--- src/rtl/rom_sample_reader_if.sv ---
// Sample stream link from the ROM reader to the downstream DSP stage.
// Valid/ready handshake; m_last marks the final sample of a pass.
interface rom_sample_reader_if #(
  parameter int WIDTH = 8
);
  logic             m_valid;
  logic             m_ready;
  logic [WIDTH-1:0] m_data;
  logic             m_last;

  modport master (output m_valid, output m_data, output m_last, input m_ready);
  modport slave  (input m_valid, input m_data, input m_last, output m_ready);
endinterface

--- src/rtl/rom_sample_reader.sv ---
// ROM sample reader: walks a window [base, base+length) of a combinational
// ROM and streams the samples over valid/ready at one sample per cycle.
// Optional looping restarts at base with no bubble between passes.
module rom_sample_reader #(
  parameter int WIDTH      = 8,
  parameter int ADDR_WIDTH = 8
) (
  input  logic                  clk,
  input  logic                  rst_n,
  input  logic                  start,
  input  logic [ADDR_WIDTH-1:0] base_addr,
  input  logic [ADDR_WIDTH-1:0] length,
  input  logic                  loop,
  input  logic                  abort,
  output logic [ADDR_WIDTH-1:0] rom_addr,
  input  logic [WIDTH-1:0]      rom_dout,
  rom_sample_reader_if.master   m,
  output logic                  busy,
  output logic                  done
);

  typedef enum logic [1:0] {IDLE, STREAM, DONE} state_t;

  localparam logic [ADDR_WIDTH:0]   IDX_ONE = 1;
  localparam logic [ADDR_WIDTH-1:0] PTR_ONE = 1;

  state_t                state_reg, state_next;
  logic [ADDR_WIDTH-1:0] ptr_reg, ptr_next;
  logic [ADDR_WIDTH-1:0] base_reg, base_next;
  logic [ADDR_WIDTH-1:0] len_reg, len_next;
  logic                  loop_reg, loop_next;
  // index counts one past the largest pass (2**ADDR_WIDTH samples)
  logic [ADDR_WIDTH:0]   idx_reg, idx_next;
  logic                  all_loaded_reg, all_loaded_next;
  logic                  valid_reg, valid_next;
  logic [WIDTH-1:0]      data_reg, data_next;
  logic                  last_reg, last_next;
  logic                  busy_reg, busy_next;
  logic                  done_reg, done_next;

  logic [ADDR_WIDTH:0]   len_full;
  logic                  is_last;
  logic                  load;

  // length 0 encodes a full-address-space pass
  assign len_full = {(len_reg == '0), len_reg};
  assign is_last  = (idx_reg == (len_full - IDX_ONE));
  // output register can take a new sample when empty or being drained
  assign load     = (!valid_reg || m.m_ready) && !all_loaded_reg;

  assign rom_addr  = ptr_reg;
  assign m.m_valid = valid_reg;
  assign m.m_data  = data_reg;
  assign m.m_last  = last_reg;
  assign busy      = busy_reg;
  assign done      = done_reg;

  // State and datapath registers; async reset to the idle values
  always_ff @(posedge clk or negedge rst_n) begin
    if (!rst_n) begin
      state_reg      <= IDLE;
      ptr_reg        <= '0;
      base_reg       <= '0;
      len_reg        <= '0;
      loop_reg       <= 1'b0;
      idx_reg        <= '0;
      all_loaded_reg <= 1'b0;
      valid_reg      <= 1'b0;
      data_reg       <= '0;
      last_reg       <= 1'b0;
      busy_reg       <= 1'b0;
      done_reg       <= 1'b0;
    end else begin
      state_reg      <= state_next;
      ptr_reg        <= ptr_next;
      base_reg       <= base_next;
      len_reg        <= len_next;
      loop_reg       <= loop_next;
      idx_reg        <= idx_next;
      all_loaded_reg <= all_loaded_next;
      valid_reg      <= valid_next;
      data_reg       <= data_next;
      last_reg       <= last_next;
      busy_reg       <= busy_next;
      done_reg       <= done_next;
    end
  end

  // Next-state, load/drain and pass-end decisions
  always_comb begin
    state_next      = state_reg;
    ptr_next        = ptr_reg;
    base_next       = base_reg;
    len_next        = len_reg;
    loop_next       = loop_reg;
    idx_next        = idx_reg;
    all_loaded_next = all_loaded_reg;
    valid_next      = valid_reg;
    data_next       = data_reg;
    last_next       = last_reg;
    busy_next       = busy_reg;
    done_next       = 1'b0;

    case (state_reg)
      IDLE: begin
        // abort in the same cycle suppresses the start
        if (start && !abort) begin
          state_next      = STREAM;
          base_next       = base_addr;
          len_next        = length;
          loop_next       = loop;
          ptr_next        = base_addr;
          idx_next        = '0;
          all_loaded_next = 1'b0;
          valid_next      = 1'b0;
          last_next       = 1'b0;
          busy_next       = 1'b1;
        end
      end
      STREAM: begin
        if (abort) begin
          state_next = IDLE;
          valid_next = 1'b0;
          last_next  = 1'b0;
          busy_next  = 1'b0;
        end else if (load) begin
          data_next  = rom_dout;
          valid_next = 1'b1;
          last_next  = is_last;
          if (is_last && loop_reg) begin
            ptr_next = base_reg;
            idx_next = '0;
          end else begin
            ptr_next = ptr_reg + PTR_ONE;
            idx_next = idx_reg + IDX_ONE;
          end
          if (is_last && !loop_reg) begin
            all_loaded_next = 1'b1;
          end
        end else if (valid_reg && m.m_ready) begin
          // nothing left to load, so this handshake retires the final sample
          state_next = DONE;
          valid_next = 1'b0;
          last_next  = 1'b0;
          busy_next  = 1'b0;
          done_next  = 1'b1;
        end
      end
      DONE: begin
        state_next = IDLE;
      end
      default: begin
        state_next = IDLE;
        valid_next = 1'b0;
        last_next  = 1'b0;
        busy_next  = 1'b0;
      end
    endcase
  end

endmodule
--- src/flat_wrapper.sv ---
// flat-port wrapper written by rule: the top's interface ports become plain ports
module rom_sample_reader_flat 
#(
  parameter int WIDTH      = 8,
  parameter int ADDR_WIDTH = 8
)
  (clk, rst_n, start, base_addr, length, loop, abort, rom_addr, rom_dout, busy, done, m_m_valid, m_m_data, m_m_last, m_m_ready);
  rom_sample_reader_if #(.WIDTH(WIDTH)) m_i ();
  input  logic clk;
  input  logic rst_n;
  input  logic start;
  input  logic [ADDR_WIDTH-1:0] base_addr;
  input  logic [ADDR_WIDTH-1:0] length;
  input  logic loop;
  input  logic abort;
  output logic [ADDR_WIDTH-1:0] rom_addr;
  input  logic [WIDTH-1:0] rom_dout;
  output logic busy;
  output logic done;
  output wire logic [$bits(m_i.m_valid)-1:0] m_m_valid;
  output wire logic [$bits(m_i.m_data)-1:0] m_m_data;
  output wire logic [$bits(m_i.m_last)-1:0] m_m_last;
  input wire logic [$bits(m_i.m_ready)-1:0] m_m_ready;
  assign m_m_valid = m_i.m_valid;
  assign m_m_data = m_i.m_data;
  assign m_m_last = m_i.m_last;
  assign m_i.m_ready = m_m_ready;
  rom_sample_reader #(.WIDTH(WIDTH), .ADDR_WIDTH(ADDR_WIDTH)) u_core (.clk(clk), .rst_n(rst_n), .start(start), .base_addr(base_addr), .length(length), .loop(loop), .abort(abort), .rom_addr(rom_addr), .rom_dout(rom_dout), .m(m_i), .busy(busy), .done(done));
endmodule
--- config.mk ---
export PLATFORM = sky130hd
export DESIGN_NAME = rom_sample_reader_flat
export DESIGN_NICKNAME = d
export VERILOG_FILES = /design/src/rtl/rom_sample_reader_if.sv /design/src/rtl/rom_sample_reader.sv /design/src/flat_wrapper.sv
export SDC_FILE = /design/constraint.sdc
export NUM_CORES = 1
export LEC_CHECK = 0
export CAP_MARGIN = 10
export CORE_MARGIN = 2
export CORE_UTILIZATION = 50
export CTS_CLUSTER_SIZE = 14
export DETAILED_ROUTE_END_ITERATION = 16
export PLACE_DENSITY = 0.84
export SLEW_MARGIN = 30
export SYNTH_ARGS = -nofsm -noshare
export SYNTH_HDL_FRONTEND = slang
export SYNTH_SLANG_ARGS = --single-unit
--- constraint.sdc ---
create_clock -name clk -period 2.6 [get_ports clk]
set_clock_uncertainty 0.15 [all_clocks]
set_input_delay 0.52 -clock clk [delete_from_list [all_inputs] [get_ports clk]]
set_output_delay 0.52 -clock clk [all_outputs]
set_load 0.005 [all_outputs]
==> impl_metrics.csv <==
group,metric,value,unit
clock_tree,clock_path_buffers,2,
timing,timing.final.crit_share,93.1,%
flow_run,cap_violations,0,
timing,rsz_0062_raised_after_global_routing,"no",
hold_path,hp-class,"primary input to asynchronous set/reset pin",
place,port_buffers,49,
drt,routed.top_layer,"met4",
global_routing,grt_util_all_layers,20.1,%
setup_path,criticalPathCategory,"flip-flop to flip-flop",
place,place_hpwl,3.87,mm
clock_tree,cts_tree,"yes",
logic_synthesis,ys_top_cells_by_area,"sky130_fd_sc_hd__dfrtp_1 (48%), sky130_fd_sc_hd__mux2_2 (6.7%), sky130_fd_sc_hd__nand2_1 (5.8%)",
clock_tree,clk_latency,0.29,ns
floorplanning,core.rowCount,25,
setup_path,required,2.62,ns
floorplanning,chipWidth,75.2,µm
drt,drc,0,
global_routing,overflow,0,
place,placedInstanceArea,3100,µm²
clock_tree,postCtsSetupRepairBufs,0,
logic_synthesis,most_frequently_used_flop_master_after_synthesis,"sky130_fd_sc_hd__dfrtp_1",
global_routing,grt_max_degree,25,
logic_synthesis,post-synth-top-count-cell,"sky130_fd_sc_hd__dfrtp_1",
logic_synthesis,synth_cell_types,43,
timing,final_total_negative_setup_slack,0,ns
outcome,status,"finished clean",
logic_synthesis,ys_async_sr_fraction,100,%
logic_synthesis,synth.cells.most_frequent,"sky130_fd_sc_hd__dfrtp_1 (49), sky130_fd_sc_hd__nand2_1 (39), sky130_fd_sc_hd__mux2_2 (15)",
logic_synthesis,post_synth_instance_area,2530,µm²
logic_synthesis,netlist.top_cell.by_area,"sky130_fd_sc_hd__dfrtp_1",
floorplanning,die_h,75.2,µm
floorplanning,die_area,5650,µm²
drt,routed_wl,5.29,mm
drt,first_iter_violations,101,
power,power_leakage,1.40,nW
clock_tree,numCtsBuffers,5,
setup_path,timing.critical_path.fanout_max,18,
place,routability_congestion_estimate_from_global_placement,0.804,
finish,multi_input_area,1200,µm²
setup_path,cp-end-kind,"flip-flop",
clock_tree,tritoncts_num_sinks,49,
clock_tree,cts-root-buf,"sky130_fd_sc_hd__clkbuf_8",
floorplanning,io_pins,50,
timing,holdWs,0.0482,ns
logic_synthesis,number_of_enable_flip_flop_cells_after_synthesis,0,
logic_synthesis,ys_ff_latch,49,
place,placed_cells_incl_taps,362,
finish,final_layout_size_suffix_gt1_share,12.3,%
finish,stdcell_area,3180,µm²
logic_synthesis,synth_seq_area_share,48.4,%
drt,drtAntennaViolNets,0,
timing,fmax,413,MHz
timing,report.final.slew_viol_count,0,
timing,slew-limit-headroom,49.6,%
timing,final-hold-violation-count,0,
global_routing,initial_antenna_violation_count,0,
floorplanning,core_area,4820,µm²
global_routing,first_global_vias,1935,
drt,detailroute.wirelength.met2,2.58,mm
drt,num_vias,2022,
drt,wire_length_on_met1,2.38,mm
power,p_per_area,646,nW/µm²
global_routing,first_pass_grt_wire_length,8.63,mm
timing,finalWorstPathRequiredPeriod,2.42,ns
finish,fin_nets,335,
logic_synthesis,avgSynthCellArea,10.2,µm²
finish,ff_latch_area,1230,µm²
finish,layout_overhead_on_the_synthesized_area,25.7,%
clock_tree,h-tree-depth,2,
logic_synthesis,netlist_instances,249,
timing,transition_time_at_the_pin_with_the_least_slew_margin,0.755,ns
finish,final_cells,369,
finish,antenna_cells,0,
drt,wl_met3,260,µm
drt,post_drt_via_cell_ratio,5.48,
drt,detailedRoute.firstPassIterationCount,4,
finish,layout.filler_cells,399,
clock_tree,path_clk_slew,0.08,ns
finish,largest_reg_flops,9,
setup_path,worst-endpoint-arrival,2.44,ns
logic_synthesis,synthesis.yosys.warnings,0,
timing,setup_viol,0,
power,ir_drop,0.000377,V
floorplanning,initial_utilization,52.6,%
setup_path,worst_setup_path_start_kind,"flip-flop",
drt,avgRoutedWirePerCell,14.3,µm
logic_synthesis,mappedNetlistNets,282,
logic_synthesis,synth.top_cell.area_share,48.4,%
finish,post-route-util,66.1,%
placed cells by master, fill, tap and decap left out, drive strengths merged, types with 4 or more instances in the layout:
cell	instances
a22oi	8
mux2	15
clkbuf	7
a31oi	6
nand2	40
clkdlybuf4s50	48
nand3	11
dfrtp	49
nor3	5
xnor2	9
nor2	13
mux2i	10
o21ai	15
buf	8
xor2	6
a211oi	4
inv	12
critical path: stages (launching register included):
cell and delay, ns:
sky130_fd_sc_hd__dfrtp_2 0.42, sky130_fd_sc_hd__inv_1 0.07, sky130_fd_sc_hd__ha_1 0.26, sky130_fd_sc_hd__and3_1 0.20
sky130_fd_sc_hd__a22o_1 0.18, sky130_fd_sc_hd__a211oi_2 0.27, sky130_fd_sc_hd__nand4b_1 0.18, sky130_fd_sc_hd__buf_4 0.25
sky130_fd_sc_hd__a31oi_1 0.20, sky130_fd_sc_hd__o22ai_1 0.11
kinds of logic (layout without fill, tap and decap cells):
logic type | Yosys count | after routing | share of synthesized area, %
AOI/OAI and AO/OA | 50 | 50 | 13.7
DFF | 49 | 49 | 48.4
muxes | 25 | 25 | 10.6
buffers and inverters | 22 | 75 | 4.35
and+or+nand+nor | 85 | 85 | 16.3
xor gates and xnor gates | 15 | 15 | 5.19
adders and majority gates | 3 | 3 | 1.48
repair_timing:
item	4_1_cts	5_1_grt
endpoints found under the setup margin	0	1
gates resized for setup	0	1
hold buffers	0	0
routing by layer:
metal / vias to the layer above / track usage [%]
met3: 7 / 4.02
met2: 60 / 32.6
li1: 983 / -
met5: - / 0
met1: 972 / 26.5
met4: 0 / 8.19
path summary, 6_finish.rpt:
check | cells past startpoint | startpoint | end | slack, ns
hold / removal | 1 | rst_n | u_core.state_reg[0] | 0.05
min in group clk | 2 | u_core.m.m_data[6] | u_core.m.m_data[6] | 0.33
max in group asynchronous | 2 | rst_n | u_core.idx_reg[2] | 1.66
hold reg to reg | 2 | u_core.m.m_data[6] | u_core.m.m_data[6] | 0.33
setup / recovery | 9 | u_core.len_reg[0] | u_core.idx_reg[6] | 0.18
setup reg to reg | 9 | u_core.len_reg[0] | u_core.idx_reg[6] | 0.18
power by group:
| part | switching (mW) | internal, mW | total (mW) |
|---|---|---|---|
| clock | 0.232 | 0.211 | 0.444 |
| combinational | 0.234 | 0.344 | 0.578 |
| sequential | 0.146 | 0.888 | 1.03 |
| total | 0.612 | 1.44 | 2.06 |
per-stage QoR:
stage / power, mW / setup WS, ns
after floorplan: 1.35 / 0.412
after global placement: 1.60 / 0.116
after detailed placement: 1.63 / 0.0645
after CTS: 2.07 / 0.142
after global routing: 2.17 / 0.0270
final: 2.06 / 0.180
final cells by class:
class,count,share of cell area (%)
multi-input combinational,178,37.8
inverter,12,1.42
tap,67,2.63
timing repair buffer,56,16.9
clock buffer,7,2.71
sequential,49,38.6
(Power assumes the default switching activity.)
